==> src/rtl/dma_pkg.sv <==
// dma_pkg: shared constants for the descriptor-memory port arbiter.
//   - default port widths
//   - FSM state encodings (plain localparams so older tools can consume them)
//   - nominal descriptor fetch burst length
package dma_pkg;

  localparam int ADDR_W_DEF      = 32;
  localparam int DATA_W_DEF      = 32;
  localparam int BCOUNT_W_DEF    = 4;
  localparam int FETCH_BURST_LEN = 8;

  localparam logic [1:0] ST_IDLE       = 2'd0;
  localparam logic [1:0] ST_FETCH_CMD  = 2'd1;
  localparam logic [1:0] ST_FETCH_DATA = 2'd2;
  localparam logic [1:0] ST_WB_CMD     = 2'd3;

  // Bit positions in the request/grant vectors.
  localparam int REQ_FETCH = 0;
  localparam int REQ_WB    = 1;

endpackage

==> src/rtl/dma_rr_arb2.sv <==
// dma_rr_arb2: two-way round-robin arbiter.
// Ports:
//   clk, reset  - clock, synchronous active-high reset
//   req[1:0]    - bit 0 fetch, bit 1 writeback
//   update      - record the current grant as the most recent winner
//   grant[1:0]  - one-hot grant (zero when nothing requests)
module dma_rr_arb2 (
  input  logic       clk,
  input  logic       reset,
  input  logic [1:0] req,
  input  logic       update,
  output logic [1:0] grant
);

  // 0: fetch won last, 1: writeback won last. Resets to writeback so
  // fetch wins the first tie.
  logic last_grant_q, last_grant_d;

  always_comb begin
    grant = req;
    if (req == 2'b11) begin
      grant = last_grant_q ? 2'b01 : 2'b10;
    end
  end

  always_comb begin
    last_grant_d = last_grant_q;
    if (update && (grant != 2'b00)) begin
      last_grant_d = grant[1];
    end
  end

  always_ff @(posedge clk) begin
    if (reset) begin
      last_grant_q <= 1'b1;
    end else begin
      last_grant_q <= last_grant_d;
    end
  end

endmodule

==> src/rtl/dma_mem_port_arb.sv <==
// dma_mem_port_arb: shares one Avalon-MM master port into descriptor memory
// between the descriptor fetch engine (burst reads) and the writeback engine
// (single-beat writes). The port stays locked until a granted read burst has
// fully returned.
// Ports:
//   clk, reset                 - clock, synchronous active-high reset
//   fetch_*                    - fetch requester slave side (read bursts)
//   wb_*                       - writeback requester slave side (writes)
//   avm_*                      - shared master port
//   err_unexp_rdv_o            - sticky: read beat seen with no burst open
//
// state         | meaning
// --------------+-------------------------------------------------------
// ST_IDLE       | no owner; registered round-robin arbitration
// ST_FETCH_CMD  | fetch owns port, read command presented to slave
// ST_FETCH_DATA | read accepted, counting returning beats
// ST_WB_CMD     | writeback owns port, write command presented to slave
module dma_mem_port_arb
  import dma_pkg::*;
#(
  parameter int ADDR_W   = ADDR_W_DEF,
  parameter int DATA_W   = DATA_W_DEF,
  parameter int BCOUNT_W = BCOUNT_W_DEF
) (
  input  logic                clk,
  input  logic                reset,
  input  logic                fetch_read_i,
  input  logic [BCOUNT_W-1:0] fetch_bcount_i,
  input  logic [ADDR_W-1:0]   fetch_addr_i,
  output logic                fetch_waitrequest_o,
  output logic [DATA_W-1:0]   fetch_rddata_o,
  output logic                fetch_readdatavalid_o,
  input  logic                wb_write_i,
  input  logic [ADDR_W-1:0]   wb_addr_i,
  input  logic [DATA_W-1:0]   wb_wrdata_i,
  output logic                wb_waitrequest_o,
  output logic                avm_read_o,
  output logic                avm_write_o,
  output logic [ADDR_W-1:0]   avm_addr_o,
  output logic [BCOUNT_W-1:0] avm_bcount_o,
  output logic [DATA_W-1:0]   avm_wrdata_o,
  input  logic                avm_waitrequest_i,
  input  logic [DATA_W-1:0]   avm_rddata_i,
  input  logic                avm_readdatavalid_i,
  output logic                err_unexp_rdv_o
);

  localparam logic [BCOUNT_W:0]   BEAT_ONE = {{BCOUNT_W{1'b0}}, 1'b1};
  localparam logic [BCOUNT_W-1:0] BC_ONE   = {{(BCOUNT_W-1){1'b0}}, 1'b1};

  logic [1:0]        state_q, state_d;
  // One bit wider than burstcount so the maximum burst cannot wrap.
  logic [BCOUNT_W:0] beat_cnt_q, beat_cnt_d;
  logic [BCOUNT_W:0] exp_beats_q, exp_beats_d;
  logic              err_q, err_d;

  logic [1:0] grant;
  logic       arb_update;

  dma_rr_arb2 u_rr_arb (
    .clk    (clk),
    .reset  (reset),
    .req    ({wb_write_i, fetch_read_i}),
    .update (arb_update),
    .grant  (grant)
  );

  assign fetch_rddata_o  = avm_rddata_i;
  assign err_unexp_rdv_o = err_q;

  always_comb begin
    state_d     = state_q;
    beat_cnt_d  = beat_cnt_q;
    exp_beats_d = exp_beats_q;
    err_d       = err_q;
    arb_update  = 1'b0;

    avm_read_o            = 1'b0;
    avm_write_o           = 1'b0;
    avm_addr_o            = '0;
    avm_bcount_o          = '0;
    avm_wrdata_o          = '0;
    fetch_waitrequest_o   = 1'b1;
    wb_waitrequest_o      = 1'b1;
    fetch_readdatavalid_o = 1'b0;

    case (state_q)
      ST_IDLE: begin
        arb_update = fetch_read_i | wb_write_i;
        if (grant[REQ_FETCH]) begin
          state_d = ST_FETCH_CMD;
        end else if (grant[REQ_WB]) begin
          state_d = ST_WB_CMD;
        end
        if (avm_readdatavalid_i) begin
          err_d = 1'b1;
        end
      end

      ST_FETCH_CMD: begin
        avm_read_o            = fetch_read_i;
        avm_addr_o            = fetch_addr_i;
        avm_bcount_o          = fetch_bcount_i;
        fetch_waitrequest_o   = avm_waitrequest_i;
        fetch_readdatavalid_o = avm_readdatavalid_i;
        if (!fetch_read_i) begin
          state_d = ST_IDLE;
        end else if (!avm_waitrequest_i) begin
          // A zero burstcount is treated as a single beat.
          exp_beats_d = (fetch_bcount_i == '0) ? BEAT_ONE : {1'b0, fetch_bcount_i};
          beat_cnt_d  = avm_readdatavalid_i ? BEAT_ONE : '0;
          // A same-cycle beat can already finish a one-beat burst.
          state_d     = (avm_readdatavalid_i && (exp_beats_d == BEAT_ONE)) ? ST_IDLE
                                                                          : ST_FETCH_DATA;
        end
      end

      ST_FETCH_DATA: begin
        fetch_readdatavalid_o = avm_readdatavalid_i;
        if (avm_readdatavalid_i) begin
          beat_cnt_d = beat_cnt_q + BEAT_ONE;
          if (beat_cnt_d == exp_beats_q) begin
            state_d = ST_IDLE;
          end
        end
      end

      ST_WB_CMD: begin
        avm_write_o      = wb_write_i;
        avm_addr_o       = wb_addr_i;
        avm_wrdata_o     = wb_wrdata_i;
        avm_bcount_o     = BC_ONE;
        wb_waitrequest_o = avm_waitrequest_i;
        if (avm_readdatavalid_i) begin
          err_d = 1'b1;
        end
        // Writes have no response phase; a dropped request also releases.
        if (!wb_write_i || !avm_waitrequest_i) begin
          state_d = ST_IDLE;
        end
      end

      default: state_d = ST_IDLE;
    endcase
  end

  always_ff @(posedge clk) begin
    if (reset) begin
      state_q     <= ST_IDLE;
      beat_cnt_q  <= '0;
      exp_beats_q <= '0;
      err_q       <= 1'b0;
    end else begin
      state_q     <= state_d;
      beat_cnt_q  <= beat_cnt_d;
      exp_beats_q <= exp_beats_d;
      err_q       <= err_d;
    end
  end

endmodule

==> config.mk <==
export PLATFORM = sky130hd
export DESIGN_NAME = dma_mem_port_arb
export DESIGN_NICKNAME = d
export VERILOG_FILES = /design/src/rtl/dma_pkg.sv /design/src/rtl/dma_rr_arb2.sv /design/src/rtl/dma_mem_port_arb.sv
export SDC_FILE = /design/constraint.sdc
export NUM_CORES = 1
export LEC_CHECK = 0
export CORE_AREA = 4 4 93 95
export DETAILED_ROUTE_END_ITERATION = 16
export DIE_AREA = 0 0 97 99
export PLACE_DENSITY = 0.77
export SLEW_MARGIN = 20
export SYNTH_ARGS = -nofsm -noshare
export SYNTH_HDL_FRONTEND = slang
export SYNTH_SLANG_ARGS = --single-unit
==> constraint.sdc <==
create_clock -name clk -period 3.4 [get_ports clk]
set_input_delay 0.51 -clock clk [delete_from_list [all_inputs] [get_ports clk]]
set_output_delay 0.51 -clock clk [all_outputs]
set_load 0.005 [all_outputs]
* Yosys cells after proc, flatten, opt, wreduce, memory -nomap -nowiden
Cells that the tools add are included.
** Word-level totals
- Register bits after elaboration :: 14
- Output and inout bits :: 106
- Logic and storage cells :: 62
- Memories :: 0
- Bits in writable memories :: 0
- Latch bits :: 0
- Input bits :: 138
- Memory bits (read-only) :: 0
** Operators by class
- Reductions and logical operators :: 15
- Bitwise gates (word level) :: 2
- Magnitude comparators :: 0
- $add $sub $neg :: 1
- Divide/modulo/power cells :: 0
- Mux-type cells :: 26
- Eq/ne operators :: 13
- Shift operators :: 0
- Multiply operators :: 0
** Operator list (count)
- 32-bit one-hot mux with 2 select lines :: 1
- 32-bit 2-to-1 mux :: 1
- 2-bit 2-to-1 mux :: 10
- 5-bit 2-to-1 mux :: 3
- 2-bit inequality test (second input constant) :: 5
- 5-bit one-hot mux with 2 select lines :: 1
- 2-bit one-hot mux with 4 select lines :: 1
- 4-bit one-hot mux with 2 select lines :: 1
- 1-bit 2-to-1 mux :: 7
- 2-bit == test (second input constant) :: 3
- 5-bit by 1-bit adder with 5-bit output (second input constant) :: 1
- 5-bit == test :: 1
- 5-bit AND reduction :: 1
- 4-bit by 1-bit == test with 1-bit output (second input constant) :: 1
- 4-bit zero test :: 1
- 4-bit 2-to-1 mux :: 1
- 4-bit AND reduction :: 1
- 2-bit nonzero test :: 2
- 2-bit OR reduction :: 2
- 3-bit by 1-bit inequality test with 1-bit output (second input constant) :: 1
- 3-bit inequality test (second input constant) :: 1
- 3-bit AND reduction :: 1
- 2-bit by 1-bit == test with 1-bit output (second input constant) :: 1
- 1-bit logical AND :: 2
- 6 further kinds :: 7

* Longest topological paths before layout
Gate-level depths: netlist (run 1).
- Depth after elaboration :: 8
- Gate-level depth with buffers :: 8
- Mapped depth without buffers :: 7

* Cells and area by module
From an unflattened synthesis (run 1), not the netlist that was laid out.
** Unflattened totals
- Cells, all modules :: 209
- Area, all modules :: 1587.8 um2
** By module, submodules not included
- dma_mem_port_arb :: cells each 202, times used 1, seq. area each 240.2 um2, area each 1526.5 um2
- dma_rr_arb2 :: cells each 7, times used 1, seq. area each 20.0 um2, area each 61.3 um2

* Worst setup path after synthesis (run 1)
Ideal clock, no wire load.
- Path kind :: reg-to-output
- From :: register state_q[1]
- To :: output avm_addr_o[14]
- Setup slack :: 1.517 ns
- Arrival time :: 1.373 ns
- Path buffers :: 2
- Cell stages (with the launch flop) :: 6
- Cell sequence :: dfxtp_1 inv_1 ha_1 clkbuf_1 buf_1 a22o_1
** Between the ends
- Longest elaborated chain between the ends :: 2
- Elaborated cells on any way between the ends :: 3
** RTL lines
- from (decl) :: RTL line dma_mem_port_arb.sv:51 : logic [1:0] state_q, state_d;
- from (signal assigned) :: RTL line dma_mem_port_arb.sv:154 : state_q <= state_d;
- 2-bit == test / 2-bit by 1-bit == test with 1-bit output (equally long branches) :: RTL line dma_mem_port_arb.sv:87 : case (state_q)
- 32-bit one-hot mux with 2 select lines * :: RTL line dma_mem_port_arb.sv:87
- to (decl) :: RTL line dma_mem_port_arb.sv:39 : output logic [ADDR_W-1:0] avm_addr_o,
Every way passes the cells marked *; elsewhere a longest branch is shown, timed or not.

* Final worst setup path (run 1)
- From :: register state_q[0]
- To :: output avm_addr_o[20]
The elaborated chain is that of the path after synthesis.

==> results of run 1 <==
==> cell usage after synthesis (2+ instances only) <==
cell type | instances | area share (%)
and2_1 | 38 | 14
buf_4 | 33 | 15
a22o_1 | 32 | 17
dfxtp_1 | 13 | 16
nand2_1 | 11 | 2.5
clkbuf_1 | 10 | 2.3
nor2_1 | 9 | 2.0
a21oi_1 | 7 | 2.1
inv_1 | 7 | 1.6
ha_1 | 5 | 3.8
xnor2_1 | 4 | 2.1
mux2i_1 | 3 | 1.8
nand2b_1 | 3 | 1.1
nand3_1 | 3 | 0.91
nor3_1 | 3 | 0.91
o21ai_0 | 3 | 0.91
a211oi_1 | 2 | 0.91
a22oi_1 | 2 | 0.91
nand3b_1 | 2 | 0.91
nor3b_1 | 2 | 0.91
==> registers in the layout (all words and copies together), names as in the netlist <==
signal	cells
beat_cnt_q	5
err_unexp_rdv_o	1
exp_beats_q	4
state_q	2
u_rr_arb.last_grant_q	1
==> worst paths after layout <==
kind | startpoint | slack, ns | end
worst max-delay path | state_q[0] | 0.56 | avm_addr_o[20]
worst min-delay path | err_unexp_rdv_o | 0.47 | err_unexp_rdv_o
worst max register to register | state_q[1] | 1.18 | beat_cnt_q[2]
worst min register to register | err_unexp_rdv_o | 0.47 | err_unexp_rdv_o
==> cell type report <==
cell class              instances  area [um2]
inverters                       7        26.3
diodes                          1        2.50
flip-flops and latches         13         260
clock buffers                   4        45.0
multi-input cells             147        1070
fillers                       772        4380
well taps                     102         128
repair buffers                181        1820
==> routing by layer <==
| metal | part of all wire [%] | wire (um) | GRT usage (%) | vias to the layer above |
|---|---|---|---|---|
| met4 | 2.0 | 165 | 4.97 | 8 |
| met3 | 12 | 1030 | 8.63 | 35 |
| met2 | 48 | 3960 | 28.7 | 114 |
| met1 | 37 | 3050 | 16.9 | 902 |
| met5 | 0.71 | 59 | 0 | - |
| li1 | - | - | - | 995 |
==> per-stage QoR <==
step | cells | total power, mW | instance area, um2
after detailed placement | 450 | 1.18 | 3300
after floorplan | 212 | 0.655 | 1660
after global placement | 450 | 1.15 | 3300
after CTS | 454 | 1.32 | 3350
final | 455 | 1.30 | 3350
after global routing | 454 | 1.40 | 3350
==> logic make-up after synthesis <==
logic type | Yosys count | synth area share (%)
and+or+nand+nor | 75 | 25.8
AOI/OAI and AO/OA | 59 | 30.4
buffers and inverters | 52 | 19.9
DFF | 13 | 15.7
xor gates and xnor gates | 5 | 2.64
adders and majority gates | 5 | 3.78
muxes | 3 | 1.81
==> report_power, final <==
part           switching, mW  internal, mW  leakage (nW)
sequential            0.0225         0.177         0.106
clock                 0.0599        0.0831        0.0228
combinational          0.371         0.588          1.14
total                  0.453         0.849          1.27
==> worst register-to-register path, cell delays in order (launching register included) <==
cell,delay [ns]
dfxtp_1,0.33
inv_1,0.13
ha_1,0.47
buf_12,0.25
nand3b_2,0.23
a21oi_2,0.29
and2_1,0.21
nand3b_1,0.09
a21oi_1,0.14
==> cells in the final DEF, fill, tap and decap left out, types with 2 or more instances in the layout <==
master / count
nor2_1: 9
a22o_1: 32
nor3b_1: 2
o21ai_0: 3
nor3_1: 3
clkdlybuf4s50_1: 179
a211oi_1: 2
nand2b_1: 3
xnor2_1: 4
ha_1: 4
nand2_1: 11
nand3_1: 3
and2_1: 38
clkbuf_8: 3
a21oi_1: 7
mux2i_1: 3
inv_1: 7
a22oi_1: 2
nand3b_1: 2
dfxtp_1: 13
==> run_results.csv, run 1 <==
group,metric,value,unit
run_status,status,"finished clean",
logic_synthesis,seq_area_frac_synth,15.7,%
clock_network,cts_hold_buf,0,
clock_network,cts_root_buffer,"clkbuf_8",
logic_synthesis,async_flop_share,0,%
place,gp_congestion,0.849,
routing,drtPass1Iterations,4,
place,dp_hpwl,7300,um
clock_network,tritoncts,"done",
logic_synthesis,synth_edf_count,0,
setup_path,start_kind,"register",
sta,rsz0062_at_grt,"false",
sta,setup_viol_count_final,0,
routing,final_antenna_net_count,0,
logic_synthesis,synth_top_flop_cell,"dfxtp_1",
sta,period_needed,2.84,ns
setup_path,endpoint_kind,"output port",
floorplanning,die_w,97,um
clock_network,cts.clk_slew.worst_paths,0.06,ns
clock_network,clk_path_buf_depth,2,
setup_path,path_depth,4,
setup_path,path_cells,"ha_2, buf_4, a22o_1, clkdlybuf4s50_1",
clock_network,cts_resized,0,
global_routing,antenna_found_initial,4,
floorplanning,boundaryPins,244,
global_routing,grt_use_total,16.4,%
routing,drtIter0Drc,38,
routing,vias_per_cell,4.51,
routing,wl_per_cell,18.1,um
setup_path,path_delay_family,"buffers and inverters",
pwr,p_leak,1.27,nW
sta,max_freq,352,MHz
clock_network,clock_sinks,13,
sta,finalHoldViolations,0,
setup_path,path_buf_inv,2,
routing,drc,0,
global_routing,grt_max_degree,47,
sta,tightestPinTransition,0.626,ns
floorplanning,rows,32,
logic_synthesis,synth.net_count,355,
global_routing,grt_pass1_wl,12500,um
job,cap_viol_max_count,0,
floorplanning,start_util,21.4,%
floorplanning,die_h,99,um
global_routing,overflow,0,
sta,finalWorstSetupSlack,0.561,ns
place,io_buffers,179,
floorplanning,die_area,9600,um2
place,place_ws,0.805,ns
routing,wirelength,8260,um
cells_and_area,area_delta_synth_final,102,%
worst_hold_path,hold_class,"reg -> reg",
sta,holdWs,0.467,ns
clock_network,h-tree-depth,1,
setup_path,slowest_delay,0.61,ns
cells_and_area,final_layout_size_suffix_gt1_share,4.83,%
logic_synthesis,yosys_register_bits,13,
setup_path,reg2regPathDepth,8,
logic_synthesis,syn_area,1660,um2
global_routing,grt_pass1_vias,2186,
logic_synthesis,ys_types,40,
sta,tns,0,ns
pwr,ir_worst_vdd,0.000194,V
setup_path,required,2.89,ns
routing,vias,2054,
cells_and_area,final_util,43.4,%
setup_path,worst-path-max-fanout,46,
sta,fin_crit_sh,83.5,%
cells_and_area,layout.nets,496,
clock_network,clk-insertion-delay-late,0.25,ns
floorplanning,core,7730,um2
logic_synthesis,syn_inst,212,
worst_hold_path,hold_depth,2,
logic_synthesis,ys_warn_count,0,
sta,fin_skew,0.00397,ns
clock_network,post-cts-setup-buffers,0,
sta,slew_violations,0,
pwr,power.density,389,nW/um2
setup_path,critPathArrivalTime,2.33,ns
clock_network,cts_buffers,3,
logic_synthesis,postSynthAreaPerCell,7.81,um2
setup_path,crit_slowest_cell,"ha_2",
setup_path,worstSetupPathType,"reg -> out",
sta,slew_headroom,58.2,%
Power figures use the tool's default switching activity.
==> run 2, diff against run 1 <==
--- a/config.mk
+++ b/config.mk
@@ -5,10 +5,10 @@
 export SDC_FILE = /design/constraint.sdc
 export NUM_CORES = 1
 export LEC_CHECK = 0
-export CORE_AREA = 4 4 93 95
+export CORE_MARGIN = 4
+export CORE_UTILIZATION = 22
 export DETAILED_ROUTE_END_ITERATION = 16
-export DIE_AREA = 0 0 97 99
-export PLACE_DENSITY = 0.77
+export PLACE_DENSITY = 0.83
 export SLEW_MARGIN = 20
 export SYNTH_ARGS = -nofsm -noshare
 export SYNTH_HDL_FRONTEND = slang
==> constraint.sdc (replaced) <==
create_clock -name clk -period 2.4 [get_ports clk]
set_input_delay 0.36 -clock clk [delete_from_list [all_inputs] [get_ports clk]]
set_output_delay 0.36 -clock clk [all_outputs]
set_load 0.005 [all_outputs]
==> run 2 against run 1 <==
  * First-iteration DRC count is 13% lower
  * Clock skew decreased by 0.00081 ns
  * Register-to-register slack got worse by 0.76 ns
  * Final cell count shrank 0.44%
  * Via count fell by 1.6%
  * Critical path depth up 1
  * Global-route usage is 0.28 points higher
  * Critical path type unchanged
  * Largest power group unchanged
==> run_results.csv, run 2 (synthesized netlist as in run 1, its figures left out) <==
group,metric,value,unit
worst_hold_path,hold_class,"reg -> reg",
sta,tightestPinTransition,0.574,ns
setup_path,worst-path-max-fanout,21,
sta,slew_violations,0,
clock_network,cts.clk_slew.worst_paths,0.05,ns
pwr,power,1.84,mW
setup_path,start_kind,"register",
sta,fin_crit_sh,91.0,%
cells_and_area,final_layout_size_suffix_gt1_share,5.37,%
floorplanning,die_w,94.8,um
routing,wirelength,8010,um
place,dp_hpwl,7010,um
cells_and_area,fill_cells,726,
floorplanning,start_util,22.7,%
pwr,p_leak,1.28,nW
cells_and_area,area_delta_synth_final,103,%
global_routing,grt_pass1_vias,2126,
place,place_ws,0.337,ns
clock_network,clk_path_buf_depth,2,
floorplanning,boundaryPins,244,
place,gp_congestion,0.778,
cells_and_area,top_register,"beat_cnt_q",
setup_path,worstSetupPathType,"reg -> out",
routing,final_antenna_net_count,0,
routing,vias_per_cell,4.46,
place,dpl_cell_area,3310,um2
clock_network,clk-insertion-delay-late,0.24,ns
cells_and_area,multi_input_area,1070,um2
global_routing,grt_use_total,16.6,%
clock_network,cts_root_buffer,"clkbuf_8",
global_routing,overflow,0,
clock_network,cts_buffers,3,
pwr,ir_worst_vdd,0.000447,V
clock_network,post-cts-setup-buffers,0,
cells_and_area,layout.nets,498,
cells_and_area,final_cell_mix,"179 x clkdlybuf4s50_1, 38 x and2_1, 32 x a22o_1",
sta,slew_headroom,61.6,%
clock_network,cts_resized,0,
sta,setup_viol_count_final,0,
sta,tns,0,ns
sta,max_freq,458,MHz
floorplanning,core,7290,um2
setup_path,critPathArrivalTime,1.82,ns
routing,drtPass1Iterations,4,
place,place_inst,449,
cells_and_area,layout_commonest_cell,"clkdlybuf4s50_1",
sta,fin_skew,0.00316,ns
place,io_buffers,179,
pwr,power.density,548,nW/um2
routing,drtIter0Drc,33,
clock_network,h-tree-depth,1,
routing,drc,0,
cells_and_area,design_area,3360,um2
floorplanning,rows,31,
floorplanning,die_area,8980,um2
setup_path,endpoint_kind,"output port",
clock_network,tritoncts,"done",
sta,period_needed,2.18,ns
global_routing,antenna_found_initial,0,
sta,finalHoldViolations,0,
floorplanning,die_h,94.8,um
job,cap_viol_max_count,0,
cells_and_area,num_antenna_cells,0,
cells_and_area,regArea,260,um2
routing,vias,2021,
run_status,status,"finished clean",
clock_network,clock_sinks,13,
cells_and_area,reg.largest.list,"beat_cnt_q (5), exp_beats_q (4), state_q (2)",
routing,wl_per_cell,17.7,um
cells_and_area,final_cells,453,
sta,rsz0062_at_grt,"false",
global_routing,grt_pass1_wl,11400,um
clock_network,cts_hold_buf,0,
setup_path,required,2.04,ns
global_routing,grt_max_degree,45,
sta,finalWorstSetupSlack,0.215,ns
cells_and_area,largest_reg_flops,5,
==> run 2: cell count changes in the layout (fill, tap and decap cells not counted), sizes merged <==
cell | before | now
buf | 2 | 4
diode | 1 | 0
==> run 2: report_power, final <==
| group | internal, mW | switching, mW |
|---|---|---|
| clock network | 0.117 | 0.0774 |
| logic | 0.832 | 0.531 |
| registers | 0.251 | 0.0321 |
==> run 2: per-stage QoR <==
step	hold WS, ns	utilization [%]
5_1_grt	0.505	46.1
4_1_cts	0.477	46.1
2_1_floorplan	0.433	-
3_5_place_dp	0.463	45.5
3_3_place_gp	0.454	45.5
6_report	0.470	46.1
==> run 2: worst paths after layout <==
path | from | end | slack (ns) | depth (start not counted)
worst max register to register | state_q[1] | state_q[0] | 0.42 | 8
worst max-delay path | state_q[1] | avm_addr_o[18] | 0.22 | 5
worst min-delay path | err_unexp_rdv_o | err_unexp_rdv_o | 0.47 | 2
worst min register to register | err_unexp_rdv_o | err_unexp_rdv_o | 0.47 | 2
==> run 2: critical path, stage by stage, from the launching register on <==
cell and delay [ns]:
dfxtp_1 0.32, inv_1 0.12, ha_1 0.20, buf_4 0.25
a22o_1 0.16, clkdlybuf4s50_1 0.53
==> run 2: metal layers <==
metal	wire length, um	vias to the layer above	global-route usage [%]	share of wire, %
li1	-	996	-	-
met5	0	-	0	0
met1	2490	902	14.6	31
met2	4580	97	35.8	57
met3	745	26	3.90	9.3
met4	197	0	5.17	2.5
==> run 2: layout make-up <==
class,instances,share of cell area (%)
Inverter,7,0.782
Timing Repair Buffer,183,54.6
Multi-Input combinational cell,147,31.8
Clock buffer,4,1.34
Sequential cell,13,7.75
Tap cell,99,3.69
==> run 3, diff against run 2 <==
--- a/config.mk
+++ b/config.mk
@@ -9,6 +9,7 @@
 export CORE_UTILIZATION = 22
 export DETAILED_ROUTE_END_ITERATION = 16
 export PLACE_DENSITY = 0.83
+export REMOVE_ABC_BUFFERS = 1
 export SLEW_MARGIN = 20
 export SYNTH_ARGS = -nofsm -noshare
 export SYNTH_HDL_FRONTEND = slang
==> constraint.sdc (replaced) <==
create_clock -name clk -period 1.85 [get_ports clk]
set_input_delay 0.2775 -clock clk [delete_from_list [all_inputs] [get_ports clk]]
set_output_delay 0.2775 -clock clk [all_outputs]
set_load 0.005 [all_outputs]
==> run 3 against run 2 <==
  * The run now ends with setup timing left
  * Final cell count up 4.4%
  * Cell area increased by 6.9%
  * Critical path depth shrank 1
==> run_results.csv, run 3 (synthesized netlist as in run 1, its figures left out) <==
group,metric,value,unit
job,cap_viol_max_count,0,
sta,period_needed,1.89,ns
setup_path,crit_slowest_cell,"clkdlybuf4s50_1",
sta,fin_crit_sh,102,%
clock_network,cts_root_buffer,"clkbuf_8",
sta,slew_headroom,80.0,%
clock_network,cts.clk_slew.worst_paths,0.06,ns
cells_and_area,final_cells,473,
global_routing,antenna_found_initial,0,
cells_and_area,num_antenna_cells,0,
routing,drtIter0Drc,52,
cells_and_area,area_delta_synth_final,117,%
cells_and_area,design_area,3590,um2
place,io_buffers,179,
global_routing,grt_pass1_vias,2246,
setup_path,critPathArrivalTime,1.61,ns
clock_network,tritoncts,"done",
setup_path,path_buf_inv,2,
sta,rsz0062_at_grt,"true",
floorplanning,die_w,94.8,um
floorplanning,rows,31,
global_routing,grt_use_total,19.8,%
cells_and_area,reg.largest.list,"beat_cnt_q (5), exp_beats_q (4), state_q (2)",
setup_path,endpoint_kind,"output port",
setup_path,path_cells,"inv_1, ha_4, and2_1, clkdlybuf4s50_1",
setup_path,required,1.57,ns
setup_path,slowest_delay,0.50,ns
setup_path,crit-reg2reg-launch,"state_q[0]",
worst_hold_path,hold_class,"reg -> reg",
floorplanning,start_util,22.7,%
clock_network,clk-insertion-delay-late,0.26,ns
global_routing,overflow,0,
pwr,power.density,726,nW/um2
setup_path,worst-path-max-fanout,4,
sta,setup_viol_count_final,2,
sta,tightestPinTransition,0.298,ns
sta,fin_skew,0.00404,ns
place,place_inst,459,
sta,finalHoldViolations,0,
pwr,power,2.61,mW
floorplanning,die_h,94.8,um
sta,slew_violations,0,
pwr,ir_worst_vdd,0.000540,V
routing,wl_per_cell,21.3,um
setup_path,reg2regPathDepth,8,
worst_hold_path,hold_start,"exp_beats_q[0]",
global_routing,grt_max_degree,26,
cells_and_area,top_register,"beat_cnt_q",
cells_and_area,final_layout_size_suffix_gt1_share,14.2,%
cells_and_area,largest_reg_flops,5,
sta,finalWorstSetupSlack,-0.0421,ns
routing,vias_per_cell,4.71,
clock_network,clock_sinks,13,
run_status,violations,"setup timing",
sta,tns,-0.0468,ns
cells_and_area,final_cell_mix,"107 x clkdlybuf4s50_1, 38 x and2_1, 35 x dlygate4sd2_1",
setup_path,r2r_end,"state_q[0]",
floorplanning,die_area,8980,um2
routing,drtPass1Iterations,5,
place,gp_congestion,0.831,
global_routing,grt_pass1_wl,12900,um
place,dp_hpwl,8360,um
pwr,p_leak,1.66,nW
floorplanning,core,7290,um2
cells_and_area,layout.nets,518,
sta,max_freq,529,MHz
setup_path,reg2reg_slack,0.07,ns
routing,vias,2227,
cells_and_area,layout_commonest_cell,"clkdlybuf4s50_1",
setup_path,start_kind,"register",
clock_network,h-tree-depth,1,
clock_network,clk_path_buf_depth,2,
floorplanning,boundaryPins,244,
setup_path,path_delay_family,"buffers and inverters",
clock_network,cts_buffers,3,
routing,final_antenna_net_count,0,
run_status,status,"finished with violations",
routing,drc,0,
worst_hold_path,hold_depth,2,
setup_path,worstSetupPathType,"reg -> out",
place,dpl_cell_area,3390,um2
clock_network,cts_hold_buf,0,
routing,wirelength,10100,um
worst_hold_path,min_delay_worst_endpoint,"exp_beats_q[0]",
[run 3: cell types whose count changed in the layout (fill, tap and decap cells not counted), sizes merged]
cell,delta
buf,+18
bufbuf,+1
clkbuf,+10
clkdlybuf4s15,+25
clkdlybuf4s50,-72
dlygate4sd2,+35
dlymetal6s2s,+3
[run 3: power by group]
part           internal (mW)  leakage [nW]  switching (mW)
sequential             0.335         0.107          0.0448
combinational           1.16          1.53           0.793
clock                  0.153        0.0228           0.119
[run 3: worst max path at each step]
stage / slack (ns) / cells past startpoint / from / to
2_1_floorplan: -0.33 / 5 / state_q[0] / state_q[1]
3_3_place_gp: 0.03 / 5 / state_q[1] / avm_addr_o[22]
3_5_place_dp: -0.04 / 5 / state_q[1] / avm_addr_o[6]
4_1_cts: -0.09 / 4 / state_q[0] / avm_wrdata_o[15]
5_1_grt: -0.1 / 4 / state_q[0] / fetch_readdatavalid_o
6_report: -0.04 / 4 / state_q[0] / fetch_readdatavalid_o
[run 3: worst reg2reg max path, delay by kind of cell (launching register included)]
kind            cells  cell delay, ns
fa+ha+maj           1            0.18
buf+inv             2            0.28
compound gates      4            0.74
flops               1            0.36
simple gates        1            0.10
[run 3: stage by stage]
step	hold slack, ns	utilization, %	setup WS [ns]
4_1_cts	0.474	48.3	-0.0926
5_1_grt	0.506	49.2	-0.0952
3_5_place_dp	0.465	46.5	-0.0447
2_1_floorplan	0.342	-	-0.327
3_3_place_gp	0.457	46.5	0.0279
6_report	0.475	49.2	-0.0421
[run 3: layer usage]
layer / global-route usage, % / vias to the layer above / share of wire [%]
met1: 21.4 / 1029 / 37
met5: 5.36 / - / 0.59
met2: 34.4 / 142 / 49
met4: 5.05 / 2 / 2.0
li1: - / 1037 / -
met3: 9.24 / 17 / 11
[run 3: final cells by class]
class | count | area [um2]
fill | 717 | 3700
timing repair buffer | 203 | 2010
multi-input combinational | 147 | 1110
sequential | 13 | 268
tap | 99 | 124
clock buffer | 4 | 45.0
inverter | 7 | 28.8
[run 3: what timing repair did]
action                                  CTS  global route
endpoints found under the setup margin   73            18
pin swaps                                 4             5
cloned                                    2             1
setup buffers                             3             5
hold endpoints to repair                  0             0
resized for setup                        99            37
==> RTL edit: new RTL, config.mk and constraints of run 3 <==
`ADDR_W_DEF`: 32 -> 16.
--- a/src/rtl/dma_pkg.sv
+++ b/src/rtl/dma_pkg.sv
@@ -5,5 +5,5 @@
 package dma_pkg;
 
-  localparam int ADDR_W_DEF      = 32;
+  localparam int ADDR_W_DEF      = 16;
   localparam int DATA_W_DEF      = 32;
   localparam int BCOUNT_W_DEF    = 4;
Ports: changed (resized avm_addr_o, fetch_addr_i and wb_addr_i); port bits go from 244 to 196. The function was not compared with the original's and may differ.
==> RTL edit against run 3 <==
  * Maximum frequency is 5.9% higher
  * Wire length shrank 28%
  * Sequential cell count unchanged
  * Power decreased by 18%
  * Synthesized area down 9.1%
  * Setup slack improved by 0.11 ns
  * Design area fell by 20%
  * Die area down 8.3%
  * Critical path type unchanged
  * Largest power group unchanged
==> RTL edit: results (changes against run 3) <==
metric,value,unit,change
synth_compound_area_share,24.17,%,was 30.44%
cts_buffer_depth,2,,unchanged
path_max_fanout,16,,was 4
track_usage,17.00,%,was 19.82%
yosys_warnings,0,,unchanged
nNetsFinal,417,,was 518
whs_endpoint,err_unexp_rdv_o,,was exp_beats_q[0]
relSlewSlack,72.87,%,was 80.00%
reg_top3,"beat_cnt_q: 5 flops, exp_beats_q: 4 flops, state_q: 2 flops",,unchanged
synth_xor_xnor_area_share,2.907,%,was 2.644%
skew,0.003659,ns,was 0.004036 ns
status,"finished, final reports clean",,"was complete, but fails checks"
dpl-instance-area,0.002748,mm2,was 0.003390 mm2
antenna_found_initial,4,,was 0
gp_congestion,0.9028,,was 0.8309
synthArstFlopShare,0,%,unchanged
irDropWorstVdd,0.0002767,V,was 0.0005398 V
grt_max_degree,29,,was 26
dp_hpwl,6005,um,was 8362 um
root_buffer,clkbuf_8,,unchanged
seq_area_frac_synth,17.28,%,was 15.71%
fill_cells,641,,was 717
drive_gt1_share,15.08,%,was 14.17%
p_leak,1.364,nW,was 1.664 nW
synth_mux_area_share,1.993,%,was 1.813%
hp-start,err_unexp_rdv_o,,was exp_beats_q[0]
vias,1826,,"was 2,227"
drtPass1Iterations,5,,unchanged
synth.area.top_cells,"dfxtp_1 (17%), buf_4 (16%), and2_1 (16%), a22o_1 (9.3%), ha_1 (4.2%)",,"was a22o_1 (17%), dfxtp_1 (16%), buf_4 (15%), and2_1 (14%), ha_1 (3.8%)"
seq_area,267.8,um2,unchanged
final_cells,383,,was 473
pre_cts_ws,0.01767,ns,was -0.04475 ns
finalWirelength,7259,um,"was 10,060 um"
path_clk_slew,0.06,ns,about the same
critPathArrivalTime,1.51,ns,was 1.61 ns
dpl.cell_count,371,,was 459
grt_pass1_wl,10780,um,"was 12,890 um"
first_iter_violations,125,,was 52
worst-r2r-cell-count,7,,was 8
cts_max_level,1,,unchanged
netlist_top_cells_count,"and2_1 (38), buf_4 (32), a22o_1 (16)",,"was and2_1 (38), buf_4 (33), a22o_1 (32)"
yosys.area_share.adder,4.153,%,was 3.776%
ys_types,40,,unchanged
syn_avg_cell_area,7.805,um2,was 7.814 um2
whs_path_depth,2,,unchanged
hold_slack,0.4876,ns,was 0.4748 ns
numPortBuffers,131,,was 179
[RTL edit: changes by cell type after synthesis, sizes merged]
cell    change
clkbuf      -4
buf         +1
a22o       -16
[RTL edit: area by class of cell]
class | count | share of cell area [%]
Inverter | 7 | 0.9961
Antenna cell | 1 | 0.08662
Timing Repair Buffer | 150 | 50.63
Clock buffer | 4 | 1.559
Multi-Input combinational cell | 131 | 34.13
Sequential cell | 13 | 9.268
Tap cell | 77 | 3.335
[RTL edit: logic make-up (layout without fill, tap and decap cells)]
logic type	Yosys count	in the layout
compound gates	43	43
xor+xnor	5	5
fa+ha+maj	5	5
buf+inv	49	161
flops	13	13
mux	3	3
other cells	0	1
simple gates	75	75
[RTL edit: per-layer routing]
metal | share of wire, % | track usage (%) | vias up | wire (um)
met4 | 1.3 | 4.592 | 10 | 96
met2 | 40 | 23.47 | 146 | 2873
met5 | 1.4 | 5.128 | - | 100
met3 | 19 | 14.92 | 18 | 1360
met1 | 39 | 18.81 | 796 | 2828
li1 | - | - | 856 | -
[RTL edit: critical path: stages, from the launching register on]
cell	delay, ns
dfxtp_4	0.37
buf_12	0.13
ha_4	0.17
buf_12	0.15
buf_4	0.14
a22o_1	0.19
clkbuf_2	0.11
[RTL edit: worst max-delay path by stage]
stage / to / from / slack (ns) / cells past startpoint
3_3_place_gp: state_q[1] / fetch_bcount_i[3] / 0.04 / 6
2_1_floorplan: state_q[0] / state_q[0] / -0.06 / 6
4_1_cts: fetch_readdatavalid_o / state_q[0] / -0.07 / 4
6_report: avm_addr_o[5] / state_q[0] / 0.06 / 6
5_1_grt: state_q[0] / state_q[0] / 0.008 / 7
3_5_place_dp: state_q[0] / wb_write_i / 0.02 / 6
[RTL edit: power breakdown]
part / internal (mW) / switching [mW] / total, mW
registers: 0.336 / 0.0494 / 0.385
logic: 0.886 / 0.606 / 1.49
clock network: 0.153 / 0.118 / 0.271
[RTL edit: repair_timing]
item,in CTS,in global routing
resized for setup,70,22
buffers inserted,2,4
pin swaps,0,2
setup endpoints to repair,57,22
cloned,1,0
[RTL edit: stage by stage]
stage	total power, mW	TNS, ns
6_report	2.147	0
3_3_place_gp	1.770	0
3_5_place_dp	1.788	0
5_1_grt	2.318	0
2_1_floorplan	0.9666	-0.1096
4_1_cts	2.066	-0.08041
